==> src/rtl/sprite_blitter.sv <==
// Copies one palette-indexed sprite from a synchronous ROM into a framebuffer RAM at (x, y).
// Latency: pixel read in cycle k is written in cycle k+2; SPR_W*SPR_H + 3 cycles from start to done.
// Backpressure: none; start is only accepted in IDLE, one pixel per cycle, transparent/off-screen pixels skipped.
module sprite_blitter #(
  parameter int SPR_W       = 30,
  parameter int SPR_H       = 64,
  parameter int IDX_W       = 3,
  parameter int ROM_AW      = 11,
  parameter int FB_W        = 320,
  parameter int FB_H        = 240,
  parameter int FB_AW       = 17,
  parameter int TRANSPARENT = 0
) (
  input  logic              i_clk,
  input  logic              i_reset,
  input  logic              i_start,
  input  logic [9:0]        i_pos_x,
  input  logic [9:0]        i_pos_y,
  input  logic              i_flip_h,
  output logic              o_busy,
  output logic              o_done,
  output logic [ROM_AW-1:0] o_rom_addr,
  input  logic [IDX_W-1:0]  i_rom_q,
  output logic [FB_AW-1:0]  o_fb_addr,
  output logic [IDX_W-1:0]  o_fb_data,
  output logic              o_fb_we
);

  localparam int SX_W = $clog2(SPR_W);
  localparam int SY_W = $clog2(SPR_H);

  typedef enum logic [1:0] {S_IDLE, S_RUN, S_DRAIN, S_DONE} state_t;

  state_t             r_state;
  logic [SX_W-1:0]    r_sx;
  logic [SY_W-1:0]    r_sy;
  logic [9:0]         r_pos_x;
  logic [9:0]         r_pos_y;
  logic               r_flip;
  logic               r_drain_cnt;
  logic               r_busy;
  logic               r_done;
  logic [ROM_AW-1:0]  r_rom_addr;

  // stage 1: destination coordinates of the pixel whose ROM read is in flight
  logic [10:0]        r_fx;
  logic [10:0]        r_fy;
  logic               r_valid1;

  // stage 2: framebuffer write port
  logic [FB_AW-1:0]   r_fb_addr;
  logic [IDX_W-1:0]   r_fb_data;
  logic               r_fb_we;

  logic               w_last_col;
  logic               w_last_row;
  logic [SX_W-1:0]    w_nsx;
  logic [SY_W-1:0]    w_nsy;
  logic [ROM_AW-1:0]  w_col_next;
  logic [ROM_AW-1:0]  w_rom_next;
  logic [ROM_AW-1:0]  w_rom_first;
  logic [10:0]        w_fx;
  logic [10:0]        w_fy;
  logic               w_in_bounds;
  logic [FB_AW-1:0]   w_fb_lin;

  // next scan position and the ROM address it reads (mirrored column when flipped)
  always_comb begin
    w_last_col  = (r_sx == SX_W'(SPR_W - 1));
    w_last_row  = (r_sy == SY_W'(SPR_H - 1));
    w_nsx       = w_last_col ? '0 : r_sx + SX_W'(1);
    w_nsy       = w_last_col ? r_sy + SY_W'(1) : r_sy;
    w_col_next  = r_flip ? (ROM_AW'(SPR_W - 1) - ROM_AW'(w_nsx)) : ROM_AW'(w_nsx);
    w_rom_next  = ROM_AW'(w_nsy) * ROM_AW'(SPR_W) + w_col_next;
    w_rom_first = i_flip_h ? ROM_AW'(SPR_W - 1) : '0;
  end

  // destination coordinates at 11 bits so an off-screen sum never wraps back on-screen
  always_comb begin
    w_fx        = {1'b0, r_pos_x} + 11'(r_sx);
    w_fy        = {1'b0, r_pos_y} + 11'(r_sy);
    w_in_bounds = (w_fx < 11'(FB_W)) && (w_fy < 11'(FB_H));
    // only in-bounds coordinates reach the write port, so truncation here is lossless
    w_fb_lin    = FB_AW'(r_fy) * FB_AW'(FB_W) + FB_AW'(r_fx);
  end

  // control FSM: start latch, scan counters, ROM address, busy/done
  always_ff @(posedge i_clk) begin
    if (i_reset) begin
      r_state     <= S_IDLE;
      r_sx        <= '0;
      r_sy        <= '0;
      r_pos_x     <= '0;
      r_pos_y     <= '0;
      r_flip      <= 1'b0;
      r_drain_cnt <= 1'b0;
      r_busy      <= 1'b0;
      r_done      <= 1'b0;
      r_rom_addr  <= '0;
    end else begin
      r_done <= 1'b0;
      case (r_state)
        S_IDLE: begin
          if (i_start) begin
            r_pos_x    <= i_pos_x;
            r_pos_y    <= i_pos_y;
            r_flip     <= i_flip_h;
            r_sx       <= '0;
            r_sy       <= '0;
            r_rom_addr <= w_rom_first;
            r_busy     <= 1'b1;
            r_state    <= S_RUN;
          end
        end
        S_RUN: begin
          r_sx       <= w_nsx;
          r_sy       <= w_nsy;
          r_rom_addr <= w_rom_next;
          if (w_last_col && w_last_row) begin
            r_drain_cnt <= 1'b0;
            r_state     <= S_DRAIN;
          end
        end
        S_DRAIN: begin
          if (r_drain_cnt) begin
            r_busy  <= 1'b0;
            r_done  <= 1'b1;
            r_state <= S_DONE;
          end else begin
            r_drain_cnt <= 1'b1;
          end
        end
        S_DONE: begin
          r_state <= S_IDLE;
        end
        default: begin
          r_busy  <= 1'b0;
          r_state <= S_IDLE;
        end
      endcase
    end
  end

  // two-stage write pipeline aligned with the one-cycle ROM read latency
  always_ff @(posedge i_clk) begin
    if (i_reset) begin
      r_fx      <= '0;
      r_fy      <= '0;
      r_valid1  <= 1'b0;
      r_fb_addr <= '0;
      r_fb_data <= '0;
      r_fb_we   <= 1'b0;
    end else begin
      r_fx     <= w_fx;
      r_fy     <= w_fy;
      r_valid1 <= (r_state == S_RUN) && w_in_bounds;
      r_fb_we  <= r_valid1 && (i_rom_q != IDX_W'(TRANSPARENT));
      if (r_valid1) begin
        r_fb_addr <= w_fb_lin;
        r_fb_data <= i_rom_q;
      end
    end
  end

  assign o_busy     = r_busy;
  assign o_done     = r_done;
  assign o_rom_addr = r_rom_addr;
  assign o_fb_addr  = r_fb_addr;
  assign o_fb_data  = r_fb_data;
  assign o_fb_we    = r_fb_we;

endmodule

==> config.mk <==
export PLATFORM = sky130hd
export DESIGN_NAME = sprite_blitter
export DESIGN_NICKNAME = d
export VERILOG_FILES = /design/src/rtl/sprite_blitter.sv
export SDC_FILE = /design/constraint.sdc
export NUM_CORES = 1
export LEC_CHECK = 0
export ABC_AREA = 1
export CAP_MARGIN = 20
export CORE_MARGIN = 2
export CORE_UTILIZATION = 40
export DETAILED_ROUTE_END_ITERATION = 10
export GPL_TIMING_DRIVEN = 1
export PLACE_DENSITY = 0.62
export SYNTH_ARGS = -nofsm -noshare
export SYNTH_HDL_FRONTEND = slang
export SYNTH_SLANG_ARGS = --single-unit
==> constraint.sdc <==
create_clock -name i_clk -period 8.66 [get_ports i_clk]
set_clock_uncertainty 0.05 [all_clocks]
set_input_delay 0.866 -clock i_clk [delete_from_list [all_inputs] [get_ports i_clk]]
set_output_delay 0.866 -clock i_clk [all_outputs]
set_load 0.005 [all_outputs]
# Yosys cells after proc, flatten, opt, wreduce, memory -nomap -nowiden
# Index checks and enable logic that the tools add are counted.
dict set report word_totals {
  inputBits 27
  regBits 92
  word_cells 71
  output_inout_bits 34
}
dict set report op_classes {
  muxes 20
  addsub 7
  mul 2
  eq_ne 8
  bitwise_logic 1
  magnitude_cmp 2
  reduce_logical 15
}
# op count
set op_table {}
lappend op_table {{11-bit two-way mux} 2}
lappend op_table {{11-bit one-hot mux with 2 select lines} 1}
lappend op_table {{17-bit by 11-bit adder with 17-bit output} 1}
lappend op_table {{5-bit two-way mux} 3}
lappend op_table {{6-bit two-way mux} 2}
lappend op_table {{6-bit one-hot mux with 2 select lines} 1}
lappend op_table {{10-bit by 5-bit adder with 11-bit output} 1}
lappend op_table {{10-bit by 6-bit adder with 11-bit output} 1}
lappend op_table {{11-bit adder} 1}
lappend op_table {{11-bit by 8-bit < comparator with 1-bit output, second input constant} 1}
lappend op_table {{11-bit by 9-bit < comparator with 1-bit output, second input constant} 1}
lappend op_table {{11-bit by 3-bit multiplier with 11-bit output, second input constant} 1}
lappend op_table {{6-bit by 4-bit multiplier with 10-bit output, second input constant} 1}
lappend op_table {{5-bit one-hot mux with 2 select lines} 1}
lappend op_table {{2-bit one-hot mux with 4 select lines} 1}
lappend op_table {{6-bit by 1-bit adder with 6-bit output, second input constant} 1}
lappend op_table {{6-bit equality test, second input constant} 1}
lappend op_table {{2-bit two-way mux} 3}
lappend op_table {{2-bit inequality test, second input constant} 3}
lappend op_table {{2-bit AND reduction} 3}
lappend op_table {{3-bit AND reduction} 2}
lappend op_table {{2-bit nonzero test} 3}
lappend op_table {{5-bit by 5-bit subtractor with 6-bit output, first input constant} 1}
lappend op_table {{5-bit by 1-bit adder with 5-bit output, second input constant} 1}
lappend op_table {{10 further kinds} 18}

# Depth between registers and ports, before layout
dict set report depth {
  depth_word 6
  mapped_depth 31
}

# Worst setup path before layout
# Ideal clock, no wire load.
dict set report synth_timing {
  kind {reg2reg}
  from {register r_sx[1]}
  to {register r_rom_addr[10] (netlist: o_rom_addr[10])}
  setup_time_ps 67
  path_slack_ps 4058
  period_less_slack_ps 4602
  t_arrival_ps 4485
  stages_incl_launch_ff 28
  required_ps 8543
  n_path_buf 0
  cell_sequence {dfxtp_1 > inv_1 > ha_1 > nand2_2 > inv_2 > nand2_4 > inv_6 > nand4_1 > xor2_1 > fa_1 > fa_1 > inv_1 > ha_1 > a21oi_1 > o21ai_0 > nand2_1 > nand2_1 > a21oi_1 > xnor2_1 > ha_1 > a21o_1 > a21oi_1 > nand2_1 > nor2_1 > inv_1 > nand2_1 > nand3_2 > a21oi_2}
}
dict set report synth_via {
  elab_chain_cells 6
  word_cells_on_any_way 9
}
# item line
set synth_rtl {}
lappend synth_rtl {{start: declaration} 35} ;# logic [SX_W-1:0] r_sx;
lappend synth_rtl {{start signal: assignment} 116} ;# r_sx <= w_nsx;
lappend synth_rtl {{branches (longest 4 deep; another with 6-bit by 4-bit multiplier with 10-bit output)} n/a}
lappend synth_rtl {{11-bit adder *} 74} ;# w_rom_next = ROM_AW'(w_nsy) * ROM_AW'(SPR_W) + w_col_next;
lappend synth_rtl {{11-bit one-hot mux with 2 select lines *} 102} ;# case (r_state)
lappend synth_rtl {{end signal: assignment} 110} ;# r_rom_addr <= w_rom_first;
lappend synth_rtl {{end signal: assignment} 118} ;# r_rom_addr <= w_rom_next;
lappend synth_rtl {{end: declaration} 43} ;# logic [ROM_AW-1:0] r_rom_addr;
# Every way passes the cells marked *.
# A chain may end at the register's enable or synchronous reset.

# Worst setup path after layout
dict set report layout_timing {
  from {register r_sx[0]}
  to {register r_rom_addr[10] (netlist: o_rom_addr[10])}
}
# Same word-level chain as after synthesis.

==> impl_metrics.csv <==
group,metric,value,unit
floorplanning,die_h,126,µm
power_and_ir_drop,vdd_drop_max,0.000114,V
route,vias,5153,
power_and_ir_drop,combPwrFrac,30.3,%
power_and_ir_drop,seq_power_share,39.7,%
grt,grt_use_met2,27.6,%
sta,worstMarginPinSlew,984,ps
grt,overflow,0,
power_and_ir_drop,swShare,35.3,%
floorplanning,die_area,15900,µm²
route,drt_pass1_iterations,5,
critical_path,critPathBufInv,4,
critical_path,cp-end-kind,"flip-flop",
power_and_ir_drop,leakage,3.44,nW
critical_path,crit_family,"adder cells",
clock_tree,cts_hold_buf,0,
grt,antenna_found_initial,0,
clock_tree,clk_latency,350,ps
power_and_ir_drop,clkPwrFrac,30.0,%
yosys,synthArstFlopShare,0,%
yosys,avgSynthCellArea,7.12,µm²
final_layout,layout.cells.most_common,"nand2_1",
yosys,synth_cells,840,
floorplanning,fp-row-count,44,
yosys,synth_compound_gate_area_share,13.2,%
critical_path,critical_path_class,"flip-flop to flip-flop",
run,cap_violations,0,
yosys,syn-cell-area,5980,µm²
sta,clock.fmax,199,MHz
yosys,synth_fa_ha_area_share,17.2,%
route,wl_per_cell,12.2,µm
placed_design,hpwl,10.1,mm
critical_path,path_max_fanout,10,
placed_design,gp_congestion,0.844,
yosys,synth-simple-area-share,24.6,%
final_layout,layout.nets,994,
clock_tree,post_cts_resized,0,
critical_path,cp-start-kind,"flip-flop",
floorplanning,die_w,126,µm
floorplanning,ioPinCount,61,
power_and_ir_drop,p_switching,0.494,mW
critical_path,worstPathArrival,5230,ps
yosys,synth_nets,941,
final_layout,instances_no_fill,1082,
route,vias_per_cell,4.76,
route,wirelength,13.2,mm
hold_path,worstHoldPathType,"flip-flop to flip-flop",
clock_tree,cts_sinks,92,
grt,grt_max_degree,52,
critical_path,max_stage_delay,540,ps
yosys,synthMuxAreaShare,0,%
grt,grt_pass1_vias,4714,
sta,fin_crit_sh,57.9,%
clock_tree,cts_made_buffers,9,
clock_tree,cts_tree,"built",
critical_path,cp_common_cell,"nand2_1",
yosys,ys_seq_area_share,30.8,%
sta,slew_headroom,34.4,%
clock_tree,root_buffer,"clkbuf_16",
yosys,synthXorXnorAreaFrac,4.81,%
power_and_ir_drop,power_density,198,nW/µm²
grt,use_met1,23.7,%
sta,fin_tns_setup,0,ps
power_and_ir_drop,total_power,1.40,mW
yosys,synth-edff-count,0,
floorplanning,core,14600,µm²
sta,hold_ws,408,ps
final_layout,final_util,48.5,%
yosys,yosysUniqueCellTypes,37,
yosys,synth-seq-cells,92,
sta,hold_viol_final,0,
sta,setup-violations-final,0,
sta,rsz0062_at_grt,"false",
clock_tree,clk_pin_slew_worst_paths,70,ps
yosys,synth_top_family_by_area,"simple AND/OR/NAND/NOR gates",
grt,grt.busiest_layer,"met2",
sta,finalMaxSlewViolations,0,
sta,fin_crit,5010,ps
grt,gr-usage-met3,2.25,%
placed_design,dp_cells,1066,
critical_path,required,8880,ps
yosys,synth_warnings,0,
status,status,"complete, no violations",
final_layout,layout_common_cells,"176 x nand2_1, 124 x inv_1, 100 x nor2_1, 92 x dfxtp_1, 63 x a21oi_1",
final_layout,area_growth,18.2,%
clock_tree,clockBufferDepth,2,
grt,grt_first_pass_wirelength,22.2,mm
critical_path,slowest_stage,"fa_1",
route,drcViolationCount,0,
yosys,synth_ff_type,"dfxtp_1",
power_and_ir_drop,power.internal,0.905,mW
final_layout,drive_gt1_share,4.68,%
final_layout,antennaDiodeCount,0,
placed_design,io_buffers,60,
clock_tree,cts_setup_buffers,0,
floorplanning,start_util,41.0,%
route,drt_iter0_markers,314,
grt,track_usage,17.0,%
route,antenna_left,0,
clock_tree,htree_levels,3,
[registers in the layout, indices dropped and copies added, names as in the netlist]
register     flops
o_fb_we          1
o_fb_addr       17
r_pos_y         10
r_pos_x         10
o_busy           1
r_valid1         1
r_sx             5
o_rom_addr      11
r_flip           1
r_drain_cnt      1
r_fx            11
o_fb_data        3
r_state          2
r_fy            11
r_sy             6
o_done           1
[synthesized netlist by cell type, types with 3 or more instances]
cell type	number	area share, %
nand2_1	176	11
inv_1	124	7.8
nor2_1	100	6.3
dfxtp_1	92	31
a21oi_1	63	5.3
o21ai_0	62	5.2
ha_1	60	13
nand3_1	36	3.0
clkbuf_1	19	1.2
xor2_1	18	2.6
fa_1	14	4.7
xnor2_1	13	1.9
nand4_1	10	1.0
a31oi_1	8	0.84
a21o_1	6	0.75
nand2_2	3	0.31
nand3b_1	3	0.38
nor2_2	3	0.31
nor3_1	3	0.25
o21ai_1	3	0.25
[through the flow]
step           cell area, µm²  setup slack, ps
4_1_cts                  7070             3620
6_report                 7070             3650
3_3_place_gp             6750             3740
5_1_grt                  7070             3120
2_1_floorplan            5980             4060
3_5_place_dp             6750             3650
[worst paths after layout]
kind	start	endpoint	slack (ps)	depth (start not counted)
hold reg to reg	o_busy	o_busy	410	2
setup reg to reg	r_sx[0]	o_rom_addr[10]	3650	26
hold / removal	o_busy	o_busy	410	2
setup / recovery	r_sx[0]	o_rom_addr[10]	3650	26
[per-layer routing]
layer | routed length, µm | vias up
met5 | 0 | -
met1 | 6760 | 2279
met4 | 189 | 0
met3 | 390 | 15
li1 | - | 2787
met2 | 5860 | 72
[cell families (layout without fill, tap and decap cells)]
| group | count (synthesis) | after routing |
|---|---|---|
| AOI/OAI and AO/OA | 149 | 149 |
| xor gates and xnor gates | 32 | 32 |
| adders and majority gates | 74 | 74 |
| buffers and inverters | 148 | 206 |
| DFF | 92 | 92 |
| and+or+nand+nor | 345 | 345 |
[power by group through the flow]
stage               combinational, mW  sequential (mW)  clock (mW)
floorplan                       0.283            0.549           0
global placement                0.424            0.565           0
detailed placement              0.423            0.566           0
CTS                             0.427            0.557       0.428
global route                    0.483            0.567       0.446
finish                          0.424            0.556       0.420
[cell type report]
cell class              instances  area [µm²]
fillers                      1456        7520
multi-input cells             600        3580
inverters                     127         482
repair buffers                 63         618
flip-flops and latches         92        1840
clock inverters                 7        95.1
clock buffers                   9         225
well taps                     184         230
[worst register-to-register path, cell delays in order, from the launching register on]
cell and delay (ps):
dfxtp_1 450, ha_1 210, nand2_2 70, inv_2 80
nand2_4 70, inv_6 100, nand4_1 100, xor2_1 510
fa_1 530, fa_1 540, inv_1 40, ha_1 350
nand2_1 70, o21ai_0 250, nand2_1 80, nand2_1 70
a21oi_1 70, xnor2_1 140, ha_1 340, a21o_1 180
a21oi_1 110, nand2_1 60, nor2_1 160, inv_1 70
nand2_1 70, nand3_2 60, a21oi_2 140
Note: power is estimated with default switching activity, not from simulation.
